--- config.mk ---
export PLATFORM = sky130hd
export DESIGN_NAME = pipe_stage_reg
export DESIGN_NICKNAME = d
export VERILOG_FILES = /design/src/rtl/pipe_stage_reg.sv
export SDC_FILE = /design/constraint.sdc
export NUM_CORES = 1
export LEC_CHECK = 0
export CAP_MARGIN = 20
export CORE_UTILIZATION = 41
export CTS_CLUSTER_DIAMETER = 150
export DETAILED_ROUTE_END_ITERATION = 8
export MAX_ROUTING_LAYER = met4
export PLACE_DENSITY = 0.85
export SETUP_SLACK_MARGIN = 0.5
export SLEW_MARGIN = 25
export SYNTH_ARGS = -nofsm -noshare
export SYNTH_HDL_FRONTEND = slang
export SYNTH_SLANG_ARGS = --single-unit
--- constraint.sdc ---
create_clock -name clk -period 2.1 [get_ports clk]
set_input_delay 0.21 -clock clk [delete_from_list [all_inputs] [get_ports clk]]
set_output_delay 0.21 -clock clk [all_outputs]
set_load 0.01 [all_outputs]
--- src/rtl/pipe_stage_reg.sv ---
// Pipeline boundary register: carries an opaque payload plus a valid bit
// from one stage to the next, obeying the shared stall vector, a flush,
// and a bubble/hold choice on a partial stall. A saturating counter
// reports how many consecutive edges this boundary failed to load.
//
// Handshake: in_valid qualifies in_data and is sampled only on a loading
// edge (stall[STAGE]==0 and no flush); out_valid qualifies out_data, and
// out_data is NOP_VALUE whenever out_valid is 0 after a load, flush or
// bubble. There is no ready signal; back-pressure is the stall vector.
module pipe_stage_reg #(
    parameter int                  DATA_W          = 32,
    parameter int                  STAGE           = 3,
    parameter int                  STALL_W         = 6,
    parameter bit                  BUBBLE_ON_STALL = 1'b1,
    parameter logic [DATA_W-1:0]   NOP_VALUE       = '0,
    parameter int                  CNT_W           = 8
) (
    input  logic               clk,
    input  logic               rst,
    input  logic [STALL_W-1:0] stall,
    input  logic               flush,
    input  logic               in_valid,
    input  logic [DATA_W-1:0]  in_data,
    output logic               out_valid,
    output logic [DATA_W-1:0]  out_data,
    output logic               stalled,
    output logic [CNT_W-1:0]   stall_cnt
);

    // Reject configurations where the downstream stall bit would not exist.
    generate
        if (STAGE > STALL_W - 2 || STAGE < 0 || DATA_W < 1) begin : g_bad_param
            $fatal(1, "pipe_stage_reg: illegal STAGE/STALL_W/DATA_W combination");
        end
    endgenerate

    localparam logic [CNT_W-1:0] CNT_MAX = '1;

    logic              r_valid;
    logic [DATA_W-1:0] r_data;
    logic              r_stalled;
    logic [CNT_W-1:0]  r_cnt;

    logic              w_up;
    logic              w_dn;
    logic              w_nxt_valid;
    logic [DATA_W-1:0] w_nxt_data;
    logic              w_nxt_stalled;
    logic [CNT_W-1:0]  w_nxt_cnt;
    logic              w_unused_stall;

    assign w_up = stall[STAGE];
    assign w_dn = stall[STAGE+1];

    // Only two bits of the shared vector matter to this boundary.
    assign w_unused_stall = ^stall;

    // Next-state selection: flush, then upstream stall, else load.
    // A set downstream bit with a clear upstream bit falls through to the
    // load branch so a malformed vector can never wedge the pipeline.
    always_comb begin
        w_nxt_valid   = r_valid;
        w_nxt_data    = r_data;
        w_nxt_stalled = r_stalled;
        w_nxt_cnt     = r_cnt;
        if (flush) begin
            w_nxt_valid   = 1'b0;
            w_nxt_data    = NOP_VALUE;
            w_nxt_stalled = 1'b0;
            w_nxt_cnt     = '0;
        end else if (w_up) begin
            w_nxt_stalled = 1'b1;
            if (r_cnt != CNT_MAX) begin
                w_nxt_cnt = r_cnt + 1'b1;
            end
            if (!w_dn && BUBBLE_ON_STALL) begin
                w_nxt_valid = 1'b0;
                w_nxt_data  = NOP_VALUE;
            end
        end else begin
            w_nxt_valid   = in_valid;
            w_nxt_data    = in_valid ? in_data : NOP_VALUE;
            w_nxt_stalled = 1'b0;
            w_nxt_cnt     = '0;
        end
    end

    // State register; reset dominates every other condition.
    always_ff @(posedge clk) begin
        if (rst) begin
            r_valid   <= 1'b0;
            r_data    <= NOP_VALUE;
            r_stalled <= 1'b0;
            r_cnt     <= '0;
        end else begin
            r_valid   <= w_nxt_valid;
            r_data    <= w_nxt_data;
            r_stalled <= w_nxt_stalled;
            r_cnt     <= w_nxt_cnt;
        end
    end

    // Flag a stall vector where downstream stops but upstream keeps going.
    always_ff @(posedge clk) begin
        a_stall_vector_order: assert (rst || flush || !(w_dn && !w_up))
            else $warning("pipe_stage_reg: downstream stall without upstream stall");
    end

    assign out_valid = r_valid;
    assign out_data  = r_data;
    assign stalled   = r_stalled;
    assign stall_cnt = r_cnt;

endmodule
### Word-level counts from Yosys, hierarchy flattened

Cells that the tools add are included.

| cells by class | value |
|---|---|
| add/subtract/negate cells | 1 |
| equality and inequality tests | 2 |
| multiplexer cells | 6 |
| bitwise logic cells | 1 |
| reduce and logical (&&, ||, !) cells | 2 |

Operators with widths:

| cell | count |
|---|---|
| 32-bit two-way mux | 3 |
| 8-bit by 1-bit adder with 8-bit output, second input constant | 1 |
| 8-bit inequality test, second input constant | 1 |
| 1-bit two-way mux | 3 |
| 3-bit OR reduction | 1 |
| 2-bit inequality test, second input constant | 1 |
| 2-bit OR reduction | 1 |
| 1-bit NOT | 1 |

| word-level totals | value |
|---|---|
| register bits | 42 |
| input port bits | 42 |
| output and inout port bits | 42 |
| word-level logic and storage cells | 16 |

### Depth between registers and ports, before layout

Gate-level depths: netlist of the first run.

| depth | value |
|---|---|
| depth after elaboration | 2 |
| depth in mapped cells | 5 |
| gate-level depth less buffers | 5 |

### Least setup slack after synthesis of the first run

No wires, ideal clock.

| timing path | value |
|---|---|
| path type | register -> register |
| start | register r_cnt[0] (netlist: stall_cnt[0]) |
| end | register r_cnt[5] (netlist: stall_cnt[5]) |
| setup time | 0.072 ns |
| arrival time | 1.279 ns |
| data required time | 2.028 ns |
| setup slack | 0.750 ns |
| cell stages (with the launch flop) | 6 |
| buffers on the path | 1 |
| period minus slack after synthesis | 1.350 ns |
| cells stage by stage | dfxtp_1 -> ha_1 -> and3_1 -> buf_6 -> a211oi_2 -> mux2i_1 |

| between the ends | value |
|---|---|
| cells in the longest elaborated chain, start to end | 1 |
| elaborated cells between the ends (all ways) | 2 |
| those cells by class | add/sub: 1; eq/ne: 1 |

RTL lines:

| element | RTL line | RTL |
|---|---|---|
| from (decl) | 42 | `logic [CNT_W-1:0] r_cnt;` |
| from (signal assigned) | 99 | `r_cnt <= w_nxt_cnt;` |
| 8-bit by 1-bit adder with 8-bit output / 8-bit inequality test (equally long branches) | 74, 73 |  |

Several ways; a longest one is shown, not always the timed one.
A chain may end at the register's enable or synchronous reset.

### Worst setup path in the final report of the first run

| timing path | value |
|---|---|
| start | register r_cnt[4] (netlist: stall_cnt[4]) |
| end | output stall_cnt[4] |

RTL lines:

| element | RTL line | RTL |
|---|---|---|
| to (decl) | 27 | `output logic [CNT_W-1:0] stall_cnt` |

No word-level cell between the ends.

==> flow_metrics.py, run 1 <==
metrics = {
    "synth": {
        "ys_ff_latch": 42,
        "async_reset_ff_share_pct": 0,
        "synth_edf_count": 0,
        "netlist_area_um2": 1514,
        "syn_nets": 202,
        "yosys.area.top_type_share_pct": 55.54,
        "synthTopCellsByArea": "dfxtp_1, a22oi_1, nor2_1, buf_2, a31oi_1",
        "syn_inst": 159,
        "avgSynthCellArea_um2": 9.522,
        "ys_types": 27,
        "yosysTopAreaCell": "dfxtp_1",
        "synth_warnings": 0,
        "seq_area_frac_synth_pct": 55.54,
        "ys.flop_type": "dfxtp_1",
    },
    "die": {
        "die-width_um": 62.77,
        "rows": 21,
        "start_util_pct": 43.98,
        "fp.dieH_um": 62.77,
        "ios": 84,
        "die-area_um2": 3939,
        "core_area_um2": 3442,
    },
    "setup_path": {
        "crit_type": "flop to output pin",
        "r2r-end": "stall_cnt[5]$_SDFFE_PP0P_",
        "slowest_delay_ns": 0.60,
        "rrSetupSlack_ns": 0.70,
        "crit_chain": "clkdlybuf4s50_1",
        "cp_data_required_time_ns": 1.89,
        "path_buf_inv": 1,
        "end_kind": "output pin",
        "worstSetupPathDepth": 1,
        "reg2reg_from": "stall_cnt[0]$_SDFFE_PP0P_",
        "crit_slowest_cell": "clkdlybuf4s50_1",
        "critPathArrivalTime_ns": 1.32,
        "cp-start-kind": "flop",
        "r2r_cells": 4,
        "startpoint": "stall_cnt[4]$_SDFFE_PP0P_",
        "crit_fanout": 8,
        "critPathTopFamily": "buffers and inverters",
        "critPathCapture": "stall_cnt[4]",
    },
    "clocking": {
        "clock-sinks": 42,
        "clock_latency_ns": 0.28,
        "post_cts_resized": 0,
        "cts_tree": "done",
        "cts_hold_buffers": 0,
        "h-tree-depth": 2,
        "path_clk_slew_ns": 0.07,
        "cts-root-buf": "clkbuf_8",
        "numCtsBuffers": 5,
        "cts_buffer_depth": 2,
        "cts_setup_buffers": 0,
    },
    "detailed_routing": {
        "drtIter0Drc": 117,
        "met3RoutedLength_um": 232,
        "wl_um": 3528,
        "wl_met1_um": 1586,
        "via_count": 1443,
        "wl_met2_um": 1681,
        "drt_pre_antenna_iters": 4,
        "ant_nets": 0,
        "drc": 0,
        "routed.top_layer": "met4",
        "wl_per_cell_um": 12.47,
        "drt-vias-per-instance": 5.099,
    },
    "min_path": {
        "hold_class": "flop to flop",
    },
    "power": {
        "clkPwrFrac_pct": 38.9,
        "total_power_mw": 1.614,
        "intPower_mw": 1.294,
        "netSwitchingFraction_pct": 19.80,
        "power_switching_uw": 319.5,
        "pwr-share-comb_pct": 10.4,
        "power_leakage_nw": 0.8631,
        "ir_drop_mv": 0.4005,
        "pwr-share-seq_pct": 50.6,
        "power.density_nw_per_um2": 660.7,
    },
    "timing": {
        "fmax_mhz": 654.0,
        "hold_viol": 0,
        "period_minus_slack_ns": 1.529,
        "rsz0062_at_grt": "no",
        "tightestPinTransition_ns": 0.3309,
        "tns_ns": 0,
        "fin_skew_ns": 0.001030,
        "slew_headroom_pct": 77.94,
        "finalMaxSlewViolations": 0,
        "fin_crit_sh_pct": 72.81,
        "setup_viol_count_final": 0,
    },
    "finish": {
        "diodes": 0,
        "final_area_um2": 2442,
        "drive_above_1_share_pct": 6.329,
        "area_delta_synth_final_pct": 61.32,
        "final_nets": 280,
        "final_cell_mix": "clkdlybuf4s50_1, dfxtp_1, nor2_1, a22oi_1, clkbuf_8",
        "final_common_cell": "clkdlybuf4s50_1",
        "fill_cells": 297,
        "final_core_util_pct": 70.96,
    },
    "grt": {
        "overflow": 0,
        "grt_pass1_vias": 1343,
        "grt_antenna_before_repair": 0,
        "grt_first_pass_wirelength_um": 5782,
        "grt_max_degree": 34,
        "grt.total_usage_pct": 19.01,
    },
    "place": {
        "place_hpwl_um": 2437,
        "gp_congestion": 0.7680,
        "placed_cell_area_um2": 2330,
        "io_buffers": 79,
    },
    "flow_run": {
        "drv_cap": 0,
    },
    "status": {
        "status": "completed",
    },
}
## metrics by stage
step	setup slack, ns	std cells	hold WS [ns]
finish	0.5709	283	0.4922
global placement	0.6793	276	0.4664
detailed placement	0.6455	276	0.4770
global route	0.5234	283	0.5260
floorplan	0.7496	159	0.3583
CTS	0.5674	283	0.4965
## cells by family (layout without fill, tap and decap cells)
logic type               count (synthesis)  after routing  synth area share, %
AND/OR/NAND/NOR                         54             54                15.70
AO/OA/AOI/OAI                           46             46                21.98
flip-flops                              42             42                55.54
buffers and inverters                   15             93                5.289
adder cells (fa/ha/maj)                  1              1               0.8263
multiplexers                             1              1               0.6612
## final cells by class
type,instances,area (um2),share of cell area [%]
Tap cell,46,57.56,2.357
Inverter,2,7.507,0.3074
Clock buffer,6,82.58,3.381
Sequential cell,42,840.8,34.43
Clock inverter,1,30.03,1.230
Timing Repair Buffer,84,828.3,33.91
Multi-Input combinational cell,102,595.6,24.39
## layer usage
metal / vias up / GRT usage [%]
met5: - / -
met4: 0 / 7.849
met3: 4 / 4.380
met2: 57 / 32.20
met1: 660 / 21.45
li1: 722 / -
## power groups by stage
stage | combinational [mW] | sequential (mW) | clock [mW]
4_1_cts | 0.170 | 0.817 | 0.644
6_report | 0.169 | 0.817 | 0.628
2_1_floorplan | 0.0554 | 0.842 | 0
5_1_grt | 0.183 | 0.819 | 0.677
3_3_place_gp | 0.169 | 0.835 | 0
3_5_place_dp | 0.169 | 0.835 | 0
## synth_stat cells, drive strengths merged, types with 2 or more instances
library cell and number:
a21oi 3, a22oi 32, a31oi 4, buf 12
dfxtp 42, inv 2, nand2 4, nand3 3
nand4 2, nor2 34, nor3 5, o21ai 3
## flip-flops by register name, indices dropped and copies added (netlist names)
name	count
stalled	1
stall_cnt	8
out_data	32
out_valid	1
## worst min-delay path by stage
stage / start / end / slack [ns] / cells past startpoint
finish: out_valid$_SDFFE_PP0P_ / out_valid$_SDFFE_PP0P_ / 0.49 / 2
floorplan: in_data[0] / out_data[0]$_SDFFE_PP0P_ / 0.36 / 2
global placement: out_valid$_SDFFE_PP0P_ / out_valid$_SDFFE_PP0P_ / 0.47 / 2
global route: out_valid$_SDFFE_PP0P_ / out_valid$_SDFFE_PP0P_ / 0.53 / 2
detailed placement: out_valid$_SDFFE_PP0P_ / out_valid$_SDFFE_PP0P_ / 0.48 / 2
CTS: out_valid$_SDFFE_PP0P_ / out_valid$_SDFFE_PP0P_ / 0.50 / 2
## tightest hold or removal path, delay by kind of cell, from the launching register on
kind             cells  cell delay (ns)
AND/OR/NAND/NOR      1             0.07
AO/OA/AOI/OAI        1             0.06
flip-flops           1             0.33
Power figures use the tool's default switching activity.
==> run 2, diff against run 1 <==
--- a/config.mk
+++ b/config.mk
@@ -6,11 +6,11 @@
 export NUM_CORES = 1
 export LEC_CHECK = 0
 export CAP_MARGIN = 20
-export CORE_UTILIZATION = 41
+export CORE_UTILIZATION = 38
 export CTS_CLUSTER_DIAMETER = 150
 export DETAILED_ROUTE_END_ITERATION = 8
 export MAX_ROUTING_LAYER = met4
-export PLACE_DENSITY = 0.85
+export PLACE_DENSITY = 0.79
 export SETUP_SLACK_MARGIN = 0.5
 export SLEW_MARGIN = 25
 export SYNTH_ARGS = -nofsm -noshare
==> constraint.sdc (replaced) <==
create_clock -name clk -period 1.5 [get_ports clk]
set_input_delay 0.15 -clock clk [delete_from_list [all_inputs] [get_ports clk]]
set_output_delay 0.15 -clock clk [all_outputs]
set_load 0.01 [all_outputs]
==> flow_metrics.py, run 2 (synthesis results as in run 1) <==
metrics = {
    "finish": {
        "final_nets": 291,
        "final_cell_mix": "buf_2, clkdlybuf4s50_1, nor2_1, a22oi_1, dfxtp_2",
        "final_common_cell": "buf_2",
        "fill_cells": 371,
        "drive_above_1_share_pct": 44.58,
        "largest_register_ffs": 32,
        "area_delta_synth_final_pct": 60.99,
        "final_core_util_pct": 65.11,
        "diodes": 0,
    },
    "setup_path": {
        "critPathTopFamily": "flip-flops",
        "crit_fanout": 5,
        "end_kind": "flop",
        "cp_data_required_time_ns": 1.73,
        "crit_chain": "ha_4 > and3_4 > a211oi_2 > mux2i_1",
        "slowest_delay_ns": 0.37,
        "crit_type": "flop to flop",
        "crit_slowest_cell": "dfxtp_4",
        "cp-start-kind": "flop",
        "path_buf_inv": 0,
        "critPathArrivalTime_ns": 1.40,
    },
    "die": {
        "core_area_um2": 3744,
        "start_util_pct": 40.44,
        "die-area_um2": 4241,
        "fp.dieH_um": 65.12,
        "ios": 84,
        "rows": 22,
        "die-width_um": 65.12,
    },
    "power": {
        "ir_drop_mv": 0.4430,
        "power_leakage_nw": 1.021,
        "power.density_nw_per_um2": 859.5,
        "total_power_mw": 2.095,
    },
    "grt": {
        "overflow": 0,
        "grt_first_pass_wirelength_um": 6389,
        "grt_use_met3_pct": 5.556,
        "grt_max_degree": 28,
        "grt.total_usage_pct": 20.18,
        "grt_pass1_vias": 1458,
        "grt_antenna_before_repair": 0,
        "use_met1_pct": 22.96,
        "top_usage_layer": "met2",
        "grt.met2_usage_pct": 33.85,
    },
    "detailed_routing": {
        "drt_pre_antenna_iters": 4,
        "wl_per_cell_um": 13.73,
        "drt-vias-per-instance": 5.182,
        "drtIter0Drc": 71,
        "wl_um": 4079,
        "ant_nets": 0,
        "drc": 0,
        "via_count": 1539,
    },
    "timing": {
        "setup_viol_count_final": 0,
        "fin_crit_sh_pct": 78.57,
        "fmax_mhz": 848.5,
        "period_minus_slack_ns": 1.179,
        "tightestPinTransition_ns": 0.2149,
        "tns_ns": 0,
        "rsz0062_at_grt": "yes",
        "fin_ws_ns": 0.3215,
        "slew_headroom_pct": 85.63,
        "fin_skew_ns": 0.001928,
        "finalMaxSlewViolations": 0,
        "hold_viol": 0,
    },
    "place": {
        "gp_congestion": 0.7869,
        "place_ws_ns": 0.1139,
        "place_hpwl_um": 2675,
        "io_buffers": 79,
    },
    "clocking": {
        "clock_latency_ns": 0.30,
        "cts_hold_buffers": 0,
        "clock-sinks": 42,
        "h-tree-depth": 2,
        "cts_tree": "done",
        "cts-root-buf": "clkbuf_8",
        "numCtsBuffers": 5,
        "path_clk_slew_ns": 0.08,
        "cts_buffer_depth": 2,
    },
    "flow_run": {
        "drv_cap": 0,
    },
    "min_path": {
        "hold_class": "input port to flop",
    },
    "status": {
        "status": "completed",
    },
}
## run 2: layout make-up
class / instances / area, um2 / area share, %
repair buffers: 95 / 730.7 / 29.98
well taps: 48 / 60.06 / 2.464
multi-input cells: 102 / 651.9 / 26.75
flip-flops and latches: 42 / 898.4 / 36.86
clock buffers: 5 / 68.82 / 2.823
clock inverters: 3 / 20.02 / 0.8214
inverters: 2 / 7.507 / 0.3080
## run 2: worst reg2reg max path: cells and delay by family (launching register included)
family / cells / cell delay [ns]
AOI/OAI and AO/OA: 1 / 0.20
adders and majority gates: 1 / 0.17
DFF: 1 / 0.37
muxes: 1 / 0.20
and+or+nand+nor: 1 / 0.17
## run 2: where the power goes
part / internal, mW / switching, mW
Combinational: 0.142 / 0.0974
Clock: 0.328 / 0.396
Sequential: 1.12 / 0.0103
## run 2: layer usage
layer	vias up	routed length, um
met1	728	1680
met4	0	52
met3	6	337
met2	55	2008
met5	-	0
li1	750	-
## run 2: path summary, 6_finish.rpt
| path | depth (start not counted) | startpoint | to | slack [ns] |
|---|---|---|---|---|
| hold / removal | 3 | stall[3] | stalled$_SDFF_PP0_ | 0.34 |
| hold reg to reg | 2 | out_data[8]$_SDFFE_PP0P_ | out_data[8]$_SDFFE_PP0P_ | 0.50 |
| setup reg to reg | 4 | stall_cnt[0]$_SDFFE_PP0P_ | stall_cnt[5]$_SDFFE_PP0P_ | 0.32 |
| setup / recovery | 4 | stall_cnt[0]$_SDFFE_PP0P_ | stall_cnt[5]$_SDFFE_PP0P_ | 0.32 |
## run 2: repair_timing
item	in CTS	in global routing
pin swaps	5	4
gates resized for setup	186	36
setup buffers	6	2
setup endpoints to repair	79	54
## run 2: through the flow
stage	hold slack (ns)	std cells	cell area, um2
detailed placement	0.4834	281	2380
global route	0.3837	297	2437
finish	0.3399	297	2437
floorplan	0.2983	159	1539
CTS	0.3845	295	2457
global placement	0.4668	281	2380
